===== config.mk =====
export PLATFORM = sky130hd
export DESIGN_NAME = jk_bank_driver
export DESIGN_NICKNAME = d
export VERILOG_FILES = /design/src/rtl/jk_drv_pkg.sv /design/src/rtl/jk_excite.sv /design/src/rtl/jk_bank_driver.sv
export SDC_FILE = /design/constraint.sdc
export NUM_CORES = 1
export LEC_CHECK = 0
export ABC_CLOCK_PERIOD_IN_PS = 4000
export CAP_MARGIN = 10
export CORE_UTILIZATION = 52
export CTS_CLUSTER_DIAMETER = 150
export DETAILED_ROUTE_END_ITERATION = 16
export GPL_TIMING_DRIVEN = 0
export PLACE_DENSITY = 0.8
export SLEW_MARGIN = 25
export SYNTH_ARGS = -nofsm -noshare
export SYNTH_HDL_FRONTEND = slang
export SYNTH_SLANG_ARGS = --single-unit

===== constraint.sdc =====
create_clock -name clk -period 4 [get_ports clk]
set_input_delay 0.6 -clock clk [delete_from_list [all_inputs] [get_ports clk]]
set_output_delay 0.6 -clock clk [all_outputs]
set_load 0.01 [all_outputs]

===== src/rtl/jk_drv_pkg.sv =====
// Shared types for the JK bank driver: controller states and the per-bit
// excitation codes, packed as {j, k}.
package jk_drv_pkg;

   typedef enum logic [1:0] {
      IDLE  = 2'd0,
      DRIVE = 2'd1,
      CHECK = 2'd2
   } state_e;

   // The toggle code {1,1} is deliberately absent.
   typedef enum logic [1:0] {
      HOLD = 2'b00,
      CLR  = 2'b01,
      SET  = 2'b10
   } exc_e;

endpackage


===== src/rtl/jk_excite.sv =====
// Per-bit JK excitation: picks the J/K pair that moves q to target in one edge.
module jk_excite
   import jk_drv_pkg::*;
(
   input  logic q,
   input  logic target,
   output logic j,
   output logic k
);

   exc_e code;

   always_comb begin
      // NOTE: assign a default first so that every path drives code and no latch is inferred.
      code = HOLD;
      if (q != target) code = target ? SET : CLR;
   end

   assign j = code[1];
   assign k = code[0];

endmodule


===== src/rtl/jk_bank_driver.sv =====
// Drives a bank of JK flip-flops to a requested Q value, checks the readback
// and redrives up to RETRY_MAX times before reporting the stuck bits.
module jk_bank_driver
   import jk_drv_pkg::*;
#(
   parameter int WIDTH     = 4,
   parameter int RETRY_MAX = 2
) (
   input  logic             clk,
   input  logic             rst,
   input  logic             req_valid,
   output logic             req_ready,
   input  logic [WIDTH-1:0] req_data,
   input  logic [WIDTH-1:0] q_fb,
   output logic [WIDTH-1:0] j,
   output logic [WIDTH-1:0] k,
   output logic             done,
   output logic             err,
   output logic [WIDTH-1:0] err_mask
);

   localparam int CNT_W = (RETRY_MAX < 1) ? 1 : $clog2(RETRY_MAX + 1);

   state_e           state;
   logic [WIDTH-1:0] target;
   logic [CNT_W-1:0] retry_cnt;
   logic [WIDTH-1:0] exc_target;
   logic [WIDTH-1:0] exc_j;
   logic [WIDTH-1:0] exc_k;

   assign req_ready = (state == IDLE);

   // On accept the excitation must see the incoming request, afterwards the latched one.
   assign exc_target = (state == IDLE) ? req_data : target;

   for (genvar i = 0; i < WIDTH; i++) begin : g_exc
      jk_excite u_exc (
         .q      (q_fb[i]),
         .target (exc_target[i]),
         .j      (exc_j[i]),
         .k      (exc_k[i])
      );
   end

   // NOTE: state registers use non-blocking assignments so every read in this block sees the pre-edge value.
   always_ff @(posedge clk) begin
      if (rst) begin
         state     <= IDLE;
         target    <= '0;
         retry_cnt <= '0;
         j         <= '0;
         k         <= '0;
         done      <= 1'b0;
         err       <= 1'b0;
         err_mask  <= '0;
      end else begin
         done <= 1'b0;
         err  <= 1'b0;
         case (state)
            IDLE: begin
               if (req_valid) begin
                  target    <= req_data;
                  j         <= exc_j;
                  k         <= exc_k;
                  retry_cnt <= '0;
                  err_mask  <= '0;
                  state     <= DRIVE;
               end
            end
            DRIVE: begin
               j     <= '0;
               k     <= '0;
               state <= CHECK;
            end
            CHECK: begin
               if (q_fb == target) begin
                  done  <= 1'b1;
                  state <= IDLE;
               end else if (retry_cnt < CNT_W'(RETRY_MAX)) begin
                  retry_cnt <= retry_cnt + 1'b1;
                  j         <= exc_j;
                  k         <= exc_k;
                  state     <= DRIVE;
               end else begin
                  err      <= 1'b1;
                  err_mask <= q_fb ^ target;
                  state    <= IDLE;
               end
            end
            default: state <= IDLE;
         endcase
      end
   end

endmodule


# [Word level (Yosys, flattened, before mapping)]
# Cells that the tools add are included.
[word_totals] register_bits=22 in_bits=11 word_cells=63
[op_classes] addsub=1 order_cmp=1 n_eq_ne=11 mux=31 n_bitwise=2 n_reduce_logical=9
[ops] op="$mux W4" count=10
[ops] op="$mux W2" count=12
[ops] op="$pmux W4 S3" count=2
[ops] op="$reduce_and A4 Y1" count=3
[ops] op="$ne A2 B2 Y1 const B" count=4
[ops] op="$pmux W4 S2" count=1
[ops] op="$pmux W2 S3" count=1
[ops] op="$eq A4 B4 Y1" count=1
[ops] op="$mux W1" count=4
[ops] op="$ne A1 B1 Y1" count=4
[ops] op="$pmux W2 S2" count=1
[ops] op="$xor A4 B4 Y4" count=1
[ops] op="$reduce_bool A3 Y1" count=1
[ops] op="$reduce_or A3 Y1" count=1
[ops] op="$add A2 B1 Y2 const B" count=1
[ops] op="$eq A2 B1 Y1 const B" count=1
[ops] op="$eq A2 B2 Y1 const B" count=1
[ops] op="$logic_not A2 Y1" count=1
[ops] op="$lt A2 B2 Y1 const B" count=1
[ops] op="$reduce_and A2 Y1" count=1
[ops] op="$reduce_bool A2 Y1" count=1
[ops] op="$reduce_or A2 Y1" count=1
[ops] op="$not A1 Y1" count=1

# [Depth between registers and ports, before layout]
# Gate-level depths: netlist (run 1).
[logic_depth] word_depth=7 ltp_mapped=5 depth_no_buf=4

# [Modules after synthesis]
# From an unflattened synthesis (run 1), not the netlist that was laid out.
[hier_totals] hier_cells=167 hier_area_um2=1342.5
[modules_own_cells] mod="jk_bank_driver" n_inst=1 cells_per_inst=159 area_each_um2=1282.5 seq_area_each_um2=440.4
[modules_own_cells] mod="jk_excite" n_inst=4 cells_per_inst=2 area_each_um2=15.0 seq_area_each_um2=0.0

# [Worst setup path after synthesis (run 1)]
# No wires, ideal clock.
[synth_path] path_type="input to register" from="in q_fb[3]" to="reg err_mask[0]" setup_time_ps=72 t_arrival_ps=1898 t_required_ps=3928 setup_slack_ps=2030 cell_stages=5 cell_sequence="xor2_1 -> or4_1 -> buf_2 -> a41oi_4 -> mux2i_1"
[synth_between] elab_chain_cells=3
[synth_rtl] element="start: declaration" line_no="jk_bank_driver.sv:14" rtl="input logic [WIDTH-1:0] q_fb,"
[synth_rtl] element="$eq A4 B4 Y1" line_no="jk_bank_driver.sv:76" rtl="if (q_fb == target) begin"
[synth_rtl] element="$ne A2 B2 Y1 (no line)"
[synth_rtl] element="$reduce_and A4 Y1 (no line)"
[synth_rtl] element="end signal: assignment" line_no="jk_bank_driver.sv:86" rtl="err_mask <= q_fb ^ target;"
[synth_rtl] element="end: declaration" line_no="jk_bank_driver.sv:19" rtl="output logic [WIDTH-1:0] err_mask"
# No other way between the ends.
# A chain may end at the register's enable or synchronous reset.

# [Final worst setup path (run 1)]
[layout_path] from="in q_fb[3]" to="reg j[0]"
[layout_between] elab_chain_cells=3
[layout_rtl] element="$eq A4 B4 Y1" line_no="jk_bank_driver.sv:76"
[layout_rtl] element="$ne A2 B2 Y1 (no line)"
[layout_rtl] element="$reduce_and A4 Y1 (no line)"
[layout_rtl] element="end signal: assignment" line_no="jk_bank_driver.sv:63" rtl="j <= exc_j;"
[layout_rtl] element="end signal: assignment" line_no="jk_bank_driver.sv:81" rtl="j <= exc_j;"
[layout_rtl] element="end: declaration" line_no="jk_bank_driver.sv:15" rtl="output logic [WIDTH-1:0] j,"
# No other way between the ends.

==> flow_summary.toml, run 1 <==
[layout]
drive_gt1_frac = 0.05732
layout_common_cells = "25 x clkdlybuf4s50_1, 22 x a21oi_1, 22 x dfxtp_1"
design_area_um2 = 1401
final_cell_count_no_fill = 184
diodes = 0
fillers = 169
syn_to_final_growth_pct = 29.63
nets = 169
layout_commonest_cell = "clkdlybuf4s50_1"

[clock_tree]
clk_latency_ns = 0.32
cts_tree = "built"
clkSinkCount = 22
h-tree-depth = 1
clkTransAtPathRegs_ns = 0.13
cts.hold.buffers_added = 0
cts_made_buffers = 3
clockRootBuffer = "clkbuf_4"
cts-resized-gates = 0
postCtsSetupBuffers = 0
clockBufferDepth = 2

[power_and_ir_drop]
p_switching_uw = 133.9
total_power_uw = 462.3
ir_drop_mv = 0.2815
power_frac_clock = 0.280
p_seq_frac = 0.510
p_int_uw = 328.5
p_leak_nw = 0.5110
power_density_nw_per_um2 = 329.9
combinationalPowerShare = 0.210
swShare = 0.2895

[synth]
synth_cell_type_count = 26
yosys.area.top_type = "dfxtp_1"
ys_seq_elements = 22
syn-num-nets = 139
syn-cell-area_um2 = 1081
synth_edf_count = 0
ys.flop_type = "dfxtp_1"
ys.warnings.count = 0
ys_top_cells_by_area = "dfxtp_1 41%, a21oi_1 10%, a211o_1 5.7%, mux2i_1 4.6%, nand3_1 3.7%"
syn_avg_cell_area_um2 = 8.446
synth_top_area_frac = 0.4074
async_reset_ff_frac = 0
synth_seq_area_share = 0.4074
synthCells = 128

[outcome]
status = "complete, no violations"

[placement]
numPlacedInstances = 180
io_buffers = 25
gp_congestion = 0.8551
hpwl_um = 1917
place_area_um2 = 1365
dp_slack_ns = 1.357

[global_routing]
grt_max_degree = 13
grt_use_total = 0.2609
antenna_found_initial = 0
grt_pass1_vias = 977
grt_pass1_wl_um = 4133
grt_remaining_overflow = 0

[routing]
wirelength_um = 2590
num_vias = 1051
antenna_left = 0
drt_iter0_markers = 13
drc = 0
viasPerCell = 5.712
drtPass1Iterations = 6
routedWlPerCell_um = 14.08

[timing]
period_share = 0.5828
hold_viol_final = 0
fin_skew_ns = 0.01001
final_max_slew_viol_count = 0
grt_setup_unrepaired = "false"
clock.fmax_mhz = 429.0
tightest_slew_ns = 0.7093
finalCriticalPeriod_ns = 2.331
relSlewSlack = 0.5220
fin_tns_setup_ns = 0
layout_setup_ws_ns = 1.669
setup_viol = 0

[die]
die_w_um = 47.60
pin_count = 26
core_area_um2 = 1962
dieHeight_um = 47.60
die_area_um2 = 2265
rows = 16
start_util = 0.5510

[worst_setup_path]
cp.arrival_ns = 2.54
criticalPathCategory = "in2reg"
crit_required_ns = 4.21
critPathLaunchType = "input port"
end_kind = "flip-flop"
path_max_fanout = 10

[worst_hold_path]
min_path_type = "reg2reg"

[flow_run]
drv_cap = 0
-- Yosys cell counts, drive strengths merged, types with 2 or more instances --
cell and n:
mux2i 5, a21oi 22, xor2 4, clkbuf 5, o21ai 3, nand2b 6
nor3 7, a21o 2, dfxtp 22, nor2 7, nand3 8, nand2 5
buf 3, nor2b 2, inv 8, a211o 7, nor3b 4
-- cell type report --
type / instances / area, µm² / share of cell area
inverters: 8 / 30.03 / 0.02143
multi-input cells: 90 / 576.8 / 0.4116
repair buffers: 25 / 250.2 / 0.1786
flip-flops and latches: 22 / 440.4 / 0.3143
clock buffers: 4 / 36.28 / 0.02589
well taps: 27 / 33.78 / 0.02411
plain buffers: 8 / 33.78 / 0.02411
-- worst paths after layout --
path                            cells past startpoint   end  slack (ns)       from
worst max-delay path                                6  j[0]        1.67    q_fb[3]
worst min-delay path                                2  j[1]        0.48       j[1]
worst max register to register                      5  j[0]        2.05  target[3]
worst min register to register                      2  j[1]        0.48       j[1]
-- stage by stage --
step / hold WS [ns] / util
final: 0.4774 / 0.7143
after CTS: 0.4803 / 0.7143
after global routing: 0.5016 / 0.7143
after global placement: 0.4520 / 0.6958
after floorplan: 0.4878 / -
after detailed placement: 0.4555 / 0.6958
-- critical path, cell delays in order --
cell and delay (ns):
clkdlybuf4s50_1 0.46, xor2_1 0.21, o41ai_2 0.73, buf_2 0.34, a211o_1 0.15, a21oi_1 0.06
-- power by group through the flow --
stage / registers (mW) / logic, mW / clock network (mW)
3_3_place_gp: 0.240 / 0.0940 / 0
4_1_cts: 0.236 / 0.0965 / 0.131
5_1_grt: 0.237 / 0.105 / 0.138
3_5_place_dp: 0.241 / 0.0959 / 0
6_report: 0.236 / 0.0971 / 0.129
2_1_floorplan: 0.242 / 0.0561 / 0
-- cell families (layout without fill, tap and decap cells) --
logic type / Yosys count / after routing / share of synthesized area
flip-flops: 22 / 22 / 0.4074
XOR/XNOR: 4 / 4 / 0.03240
buffers and inverters: 16 / 45 / 0.05903
multiplexers: 5 / 5 / 0.04630
AND/OR/NAND/NOR: 43 / 43 / 0.2130
AO/OA/AOI/OAI: 38 / 38 / 0.2419
-- per-layer routing --
metal | part of all wire | GRT usage
met1 | 0.45 | 0.3288
met3 | 0.039 | 0.05660
met2 | 0.48 | 0.4110
met4 | 0.025 | 0.1500
met5 | 0 | 0
-- flip-flops by register name (all words and copies together), names as in the netlist --
| register | flops |
|---|---|
| err | 1 |
| done | 1 |
| state | 2 |
| k | 4 |
| retry_cnt | 2 |
| j | 4 |
| err_mask | 4 |
| target | 4 |
Power figures use the tool's default switching activity.
==> inputs of run 2 (changes only) <==
ABC_CLOCK_PERIOD_IN_PS = 1900   (was 4000)
CORE_UTILIZATION = 43   (was 52)
PLACE_DENSITY = 0.71   (was 0.8)
clock period = 1.9 ns   (was 4 ns; I/O delays follow)
==> run 2 against run 1 <==
- first-iteration DRC count is 38% higher
- power is 120% higher
- sequential power is 110% higher
- routed wire length is 2.8% higher
- non-clock buffer count is 4 higher
- critical path depth is 1 lower
- global-route usage is 4.8 points lower
- clock skew is 0.0072 ns lower
- combinational power is 140% higher
- core utilization is 5.2 points lower
- cell count is 2.7% higher
==> flow_summary.toml, run 2 (synthesized netlist as in run 1, its figures left out) <==
[outcome]
status = "complete, no violations"

[die]
die_w_um = 52.14
rows = 17
dieHeight_um = 52.14
core_area_um2 = 2297
die_area_um2 = 2719
start_util = 0.4706
pin_count = 26

[routing]
routedWlPerCell_um = 14.09
wirelength_um = 2663
viasPerCell = 5.677
drt_iter0_markers = 18
drtPass1Iterations = 4
num_vias = 1073
drc = 0
antenna_left = 0

[layout]
regArea_um2 = 445.4
fillers = 200
multi_input_area_um2 = 636.9
utilization = 0.6623
diodes = 0
layout_common_cells = "22 x a21oi_1, 22 x clkdlybuf4s50_1, 20 x dfxtp_1"
nets = 173
syn_to_final_growth_pct = 40.74
drive_gt1_frac = 0.1366
design_area_um2 = 1521

[timing]
tightest_slew_ns = 0.5339
grt_setup_unrepaired = "true"
relSlewSlack = 0.6413
hold_viol_final = 0
setup_viol = 0
clock.fmax_mhz = 535.1
final_max_slew_viol_count = 0
finalCriticalPeriod_ns = 1.869
period_share = 0.9835
fin_skew_ns = 0.002776

[worst_setup_path]
end_kind = "flip-flop"
r2r_slack_ns = 0.03
reg2regPathDepth = 5
path_max_fanout = 4
worstReg2RegStart = "target[2]"
r2r-end = "err_mask[3]"
cp.arrival_ns = 2.12
crit_required_ns = 2.15
critPathLaunchType = "flip-flop"
criticalPathCategory = "reg2reg"

[clock_tree]
cts_tree = "built"
clk_latency_ns = 0.31
clockBufferDepth = 2
clkTransAtPathRegs_ns = 0.13
cts_made_buffers = 3
clockRootBuffer = "clkbuf_4"
clkSinkCount = 22
cts.hold.buffers_added = 0
h-tree-depth = 1

[global_routing]
grt_pass1_vias = 920
antenna_found_initial = 0
grt_use_total = 0.2132
grt_remaining_overflow = 0
grt_pass1_wl_um = 4195
grt_max_degree = 13

[worst_hold_path]
min_path_type = "in2reg"
hold_path_depth = 3
min_from = "q_fb[1]"
worstHoldEndpoint = "j[1]"

[placement]
place_area_um2 = 1366
hpwl_um = 1943
io_buffers = 25
gp_congestion = 0.8039

[power_and_ir_drop]
power_density_nw_per_um2 = 655.5
ir_drop_mv = 0.4217
p_leak_nw = 0.5735

[flow_run]
drv_cap = 0
==> run 2: cell types whose count changed in the layout (fill, tap and decap cells not counted), moves of 2 or more <==
cell,previous run,this run
xor2_2,0,2
xor2_1,4,1
clkdlybuf4s50_1,25,22
dlymetal6s2s_1,0,2
dfxtp_1,22,20
buf_4,0,3
==> run 2: worst max path at each step <==
stage | cells after the start | end | slack [ns] | from
finish | 5 | err_mask[3] | 0.03 | target[2]
global route | 5 | err_mask[2] | -0.04 | target[2]
CTS | 6 | err_mask[3] | 0.008 | q_fb[2]
detailed placement | 6 | j[0] | -0.48 | q_fb[3]
global placement | 6 | j[0] | -0.42 | q_fb[3]
floorplan | 5 | err_mask[0] | 0.20 | target[3]
==> run 2: cell type report <==
type | count | share of cell area
buffer | 8 | 0.02714
multi-input combinational | 90 | 0.4186
sequential | 22 | 0.2928
tap | 28 | 0.02303
inverter | 8 | 0.01974
clock buffer | 4 | 0.02385
timing repair buffer | 29 | 0.1949
==> run 2: repair_timing <==
item,in CTS,in global routing
gates resized for setup,4,16
setup endpoints to repair,13,12
pin swaps,1,3
endpoints found under the hold margin,0,0
buffers inserted,0,4
==> run 2: metal layers <==
layer  vias to the layer above  GRT usage  wire length (µm)
met5                         -          0                 0
met3                         6    0.03509               166
li1                        518          -                 -
met2                        41     0.3376              1294
met4                         0     0.1096                49
met1                       508     0.2765              1152
==> run 2: report_power, final <==
group	internal [mW]	switching, mW
Clock	0.117	0.149
Combinational	0.111	0.120
Sequential	0.481	0.0191
Total	0.709	0.289
==> run 2: critical path, cell delays in order (launching register included) <==
cell and delay, ns:
dfxtp_2 0.36, xor2_2 0.20, or4_4 0.55, buf_6 0.14
a41oi_4 0.32, mux2i_1 0.23
==> run 2: per-stage QoR <==
step / setup WS (ns) / total power, mW / setup TNS, ns / std cells / hold WS, ns
floorplan: 0.1981 / 0.6268 / 0 / 128 / 0.4245
CTS: 0.008399 / 0.9844 / 0 / 185 / 0.4622
detailed placement: -0.4848 / 0.7104 / -5.648 / 181 / 0.4569
finish: 0.03131 / 0.9973 / 0 / 189 / 0.3148
global placement: -0.4223 / 0.7043 / -4.672 / 181 / 0.4532
global route: -0.03708 / 1.051 / -0.04840 / 189 / 0.3464
==> inputs of run 3 (changes only) <==
CORE_UTILIZATION = 45   (was 43)
CTS_BUF_LIST = sky130_fd_sc_hd__clkbuf_4   (was not set)
PLACE_DENSITY = 0.73   (was 0.71)
==> run 3 against run 2 <==
- die area down 4.3%
- hold slack better by 0.043 ns
- combinational power down 4%
- first-iteration DRC count up 67%
- critical endpoint is now err_mask[2]
- largest cell class unchanged
- largest power group unchanged
==> flow_summary.toml, run 3 (synthesized netlist as in run 1, its figures left out) <==
[outcome]
status = "complete, no violations"

[timing]
grt_setup_unrepaired = "true"
period_share = 0.9957
hold_viol_final = 0
final_max_slew_viol_count = 0
tightest_slew_ns = 0.5521
finalCriticalPeriod_ns = 1.892
clock.fmax_mhz = 528.6
fin_tns_setup_ns = 0
setup_viol = 0
layout_setup_ws_ns = 0.008249
relSlewSlack = 0.6305
fin_skew_ns = 0.01064

[global_routing]
grt_use_total = 0.2076
grt_remaining_overflow = 0
grt_pass1_vias = 891
antenna_found_initial = 0
grt_pass1_wl_um = 4064
grt_max_degree = 13

[worst_hold_path]
min_path_type = "in2reg"
hold_path_depth = 3

[layout]
design_area_um2 = 1479
nets = 172
drive_gt1_frac = 0.1250
diodes = 0
layout_common_cells = "22 x a21oi_1, 22 x clkdlybuf4s50_1, 19 x dfxtp_1"
fillers = 204
syn_to_final_growth_pct = 36.81
final_cell_count_no_fill = 188

[placement]
dp_slack_ns = -0.4585
io_buffers = 25
place_area_um2 = 1366
gp_congestion = 0.8028
hpwl_um = 1791
numPlacedInstances = 181

[clock_tree]
cts_tree = "built"
clockBufferDepth = 2
cts_made_buffers = 3
clkTransAtPathRegs_ns = 0.13
clk_latency_ns = 0.31
cts.hold.buffers_added = 0
clkSinkCount = 22
h-tree-depth = 1
clockRootBuffer = "clkbuf_4"

[power_and_ir_drop]
power_density_nw_per_um2 = 636.3
total_power_uw = 941.0
ir_drop_mv = 0.4278
p_leak_nw = 0.5589

[routing]
viasPerCell = 5.537
num_vias = 1041
routedWlPerCell_um = 13.44
drc = 0
wirelength_um = 2527
drtPass1Iterations = 4
antenna_left = 0
drt_iter0_markers = 30

[die]
dieHeight_um = 51.02
die_w_um = 51.02
die_area_um2 = 2603
core_area_um2 = 2233
rows = 17
start_util = 0.4840
pin_count = 26

[worst_setup_path]
path_max_fanout = 7
reg2regPathDepth = 5
criticalPathCategory = "reg2reg"
critPathLaunchType = "flip-flop"
end_kind = "flip-flop"
cp.arrival_ns = 2.13
crit_required_ns = 2.13

[flow_run]
drv_cap = 0
[run 3: cell count changes in the layout (fill, tap and decap cells not counted), sizes merged]
cell and change:
buf -1, dlygate4sd2 -1, clkbuf -1, clkinv +1, dlymetal6s2s +1
[run 3: cell type report]
| cell class | instances | area [µm²] | area share |
|---|---|---|---|
| flip-flops and latches | 22 | 446.7 | 0.3020 |
| clock inverters | 1 | 3.754 | 0.002538 |
| plain buffers | 8 | 40.04 | 0.02707 |
| inverters | 8 | 30.03 | 0.02030 |
| multi-input cells | 90 | 620.6 | 0.4196 |
| repair buffers | 28 | 280.3 | 0.1895 |
| clock buffers | 3 | 22.52 | 0.01523 |
| well taps | 28 | 35.03 | 0.02369 |
[run 3: path summary, 6_finish.rpt]
kind | startpoint | end | slack, ns
worst min register to register | k[2] | k[2] | 0.47
worst max-delay path | target[2] | err_mask[2] | 0.008
worst min-delay path | q_fb[1] | j[1] | 0.36
worst max register to register | target[2] | err_mask[2] | 0.008
[run 3: per-stage QoR]
stage	utilization	hold slack, ns
floorplan	-	0.4245
global route	0.6622	0.3748
global placement	0.6118	0.4536
finish	0.6622	0.3582
detailed placement	0.6118	0.4587
CTS	0.6297	0.4789
[run 3: metal layers]
layer | vias up | wire length, µm | track usage
met1 | 489 | 1192 | 0.2969
li1 | 517 | - | -
met4 | 0 | 26 | 0.09259
met5 | - | 0 | 0
met2 | 31 | 1221 | 0.3070
met3 | 4 | 87 | 0.02679
[run 3: critical path, cell delays in order, from the launching register on]
cell	delay [ns]
dfxtp_2	0.37
xor2_2	0.20
or4_4	0.53
buf_6	0.15
a41oi_4	0.32
mux2i_1	0.24
[run 3: report_power, final]
group | internal, mW | switching (mW)
combinational | 0.103 | 0.118
sequential | 0.481 | 0.0171
clock | 0.0767 | 0.145
[run 3: repair_timing]
action | in CTS | in global routing
buffers inserted | 0 | 3
pin swaps | 1 | 2
gates resized for setup | 2 | 15
setup endpoints to repair | 13 | 13
==> RTL edit, RTL diff (settings of run 3) <==
`RETRY_MAX`: 2 -> 4.
--- a/src/rtl/jk_bank_driver.sv
+++ b/src/rtl/jk_bank_driver.sv
@@ -4,7 +4,7 @@
    import jk_drv_pkg::*;
 #(
    parameter int WIDTH     = 4,
-   parameter int RETRY_MAX = 2
+   parameter int RETRY_MAX = 4
 ) (
    input  logic             clk,
    input  logic             rst,
Behaviour: not the same (a bounded check fails within 10 cycles, from zero or initial values and one cycle with rst high).
==> RTL edit against run 3 <==
Via count down 6.8%. Setup slack improved by 0.033 ns. Critical endpoint is now j[3]$_SDFFE_PP0P_. Sequential cell count is 1 higher. Count of clock-buffer cells in the layout stayed put. Clock skew down 0.0048 ns. Wire length shrank 2.2%. Critical path depth up 1. Cell area is 1.4% lower. Total power up 1.6%. Synthesized area rose by 1.4%.
==> RTL edit: results (changes against run 3) <==
outcome: "finished clean"
grt_use_total: 0.2131  # +0.005454
fill_cells: 215  # +5.4%
ys_seq_area_frac: 0.4201  # +0.01268
grt_first_pass_wirelength_um: 4181  # +2.9%
p_per_area_nw_per_um2: 655.2  # +3.0%
drt_wl_total_um: 2472  # -2.2%
p_leak_nw: 0.5424  # -3.0%
dp.cells: 169  # -6.6%
dpl_cell_area_um2: 1371  # +0.37%
hpwl_um: 1727  # -3.6%
synthTopCellsByCount: "23 x dfxtp_1, 12 x nand2_1, 10 x nand2b_1"
drt-initial-drc-count: 16  # -47%
grt_pass1_vias: 914  # +2.6%
grt_start_max_net_pins: 14  # +1
synthTopCellsByArea: "dfxtp_1 42%, nand2b_1 5.7%, mux2i_1 5.5%, a21oi_1 4.1%, mux2_4 4.1%"
drive_gt1_frac: 0.1208  # -0.004195
synth_nets: 129  # -7.2%
wl_per_cell_um: 13.97  # +3.9%
peakVddDrop_v: 0.0006417  # +50%
place_ws_ns: -0.4491  # +0.009346 ns
arrival_ns: 2.08  # -0.05 ns
fin_skew_ns: 0.005877  # -0.004759 ns
hold_path_class: "reg2reg"
place.gp.congestion: 0.8427  # +5.0%
finalNetCount: 162  # -5.8%
combPwrFrac: 0.220  # -0.015
crit_slowest_cell: "o41a_1"
[RTL edit: per-layer routing]
layer | part of all wire | up-vias | GRT usage
met5 | 0 | - | 0
met4 | 0.0061 | 0 | 0.04054
met3 | 0.050 | 2 | 0.06845
met2 | 0.49 | 22 | 0.3772
met1 | 0.45 | 462 | 0.2514
li1 | - | 484 | -
[RTL edit: cell families (layout without fill, tap and decap cells)]
family	Yosys count	in the layout	share of synthesized area
XOR/XNOR	4	4	0.03196
buffers and inverters	7	39	0.02510
AO/OA/AOI/OAI	24	24	0.1655
multiplexers	9	9	0.09589
adder cells (fa/ha/maj)	1	1	0.01141
flip-flops	23	23	0.4201
AND/OR/NAND/NOR	49	49	0.2500
[RTL edit: timing repair]
item,in CTS,in global routing
pin swaps,1,1
gates resized for setup,1,3
gates cloned,0,0
setup buffers,3,1
setup endpoints to repair,4,8
[RTL edit: final cells by class]
cell class / count / area, um2 / share of cell area
Clock inverter: 1 / 5.005 / 0.003431
Clock buffer: 3 / 22.52 / 0.01544
Buffer: 6 / 23.77 / 0.01630
Tap cell: 28 / 35.03 / 0.02401
Inverter: 1 / 3.754 / 0.002573
Sequential cell: 23 / 460.4 / 0.3156
Timing Repair Buffer: 28 / 285.3 / 0.1955
Multi-Input combinational cell: 87 / 623.1 / 0.4271
[RTL edit: final timing paths]
kind | from | slack, ns | cells after the start | endpoint
setup reg to reg | target[1]$_SDFFE_PP0P_ | 0.10 | 5 | j[3]$_SDFFE_PP0P_
setup / recovery | q_fb[1] | 0.04 | 6 | j[3]$_SDFFE_PP0P_
hold reg to reg | k[2]$_SDFFE_PP0P_ | 0.49 | 2 | k[2]$_SDFFE_PP0P_
hold / removal | k[2]$_SDFFE_PP0P_ | 0.49 | 2 | k[2]$_SDFFE_PP0P_
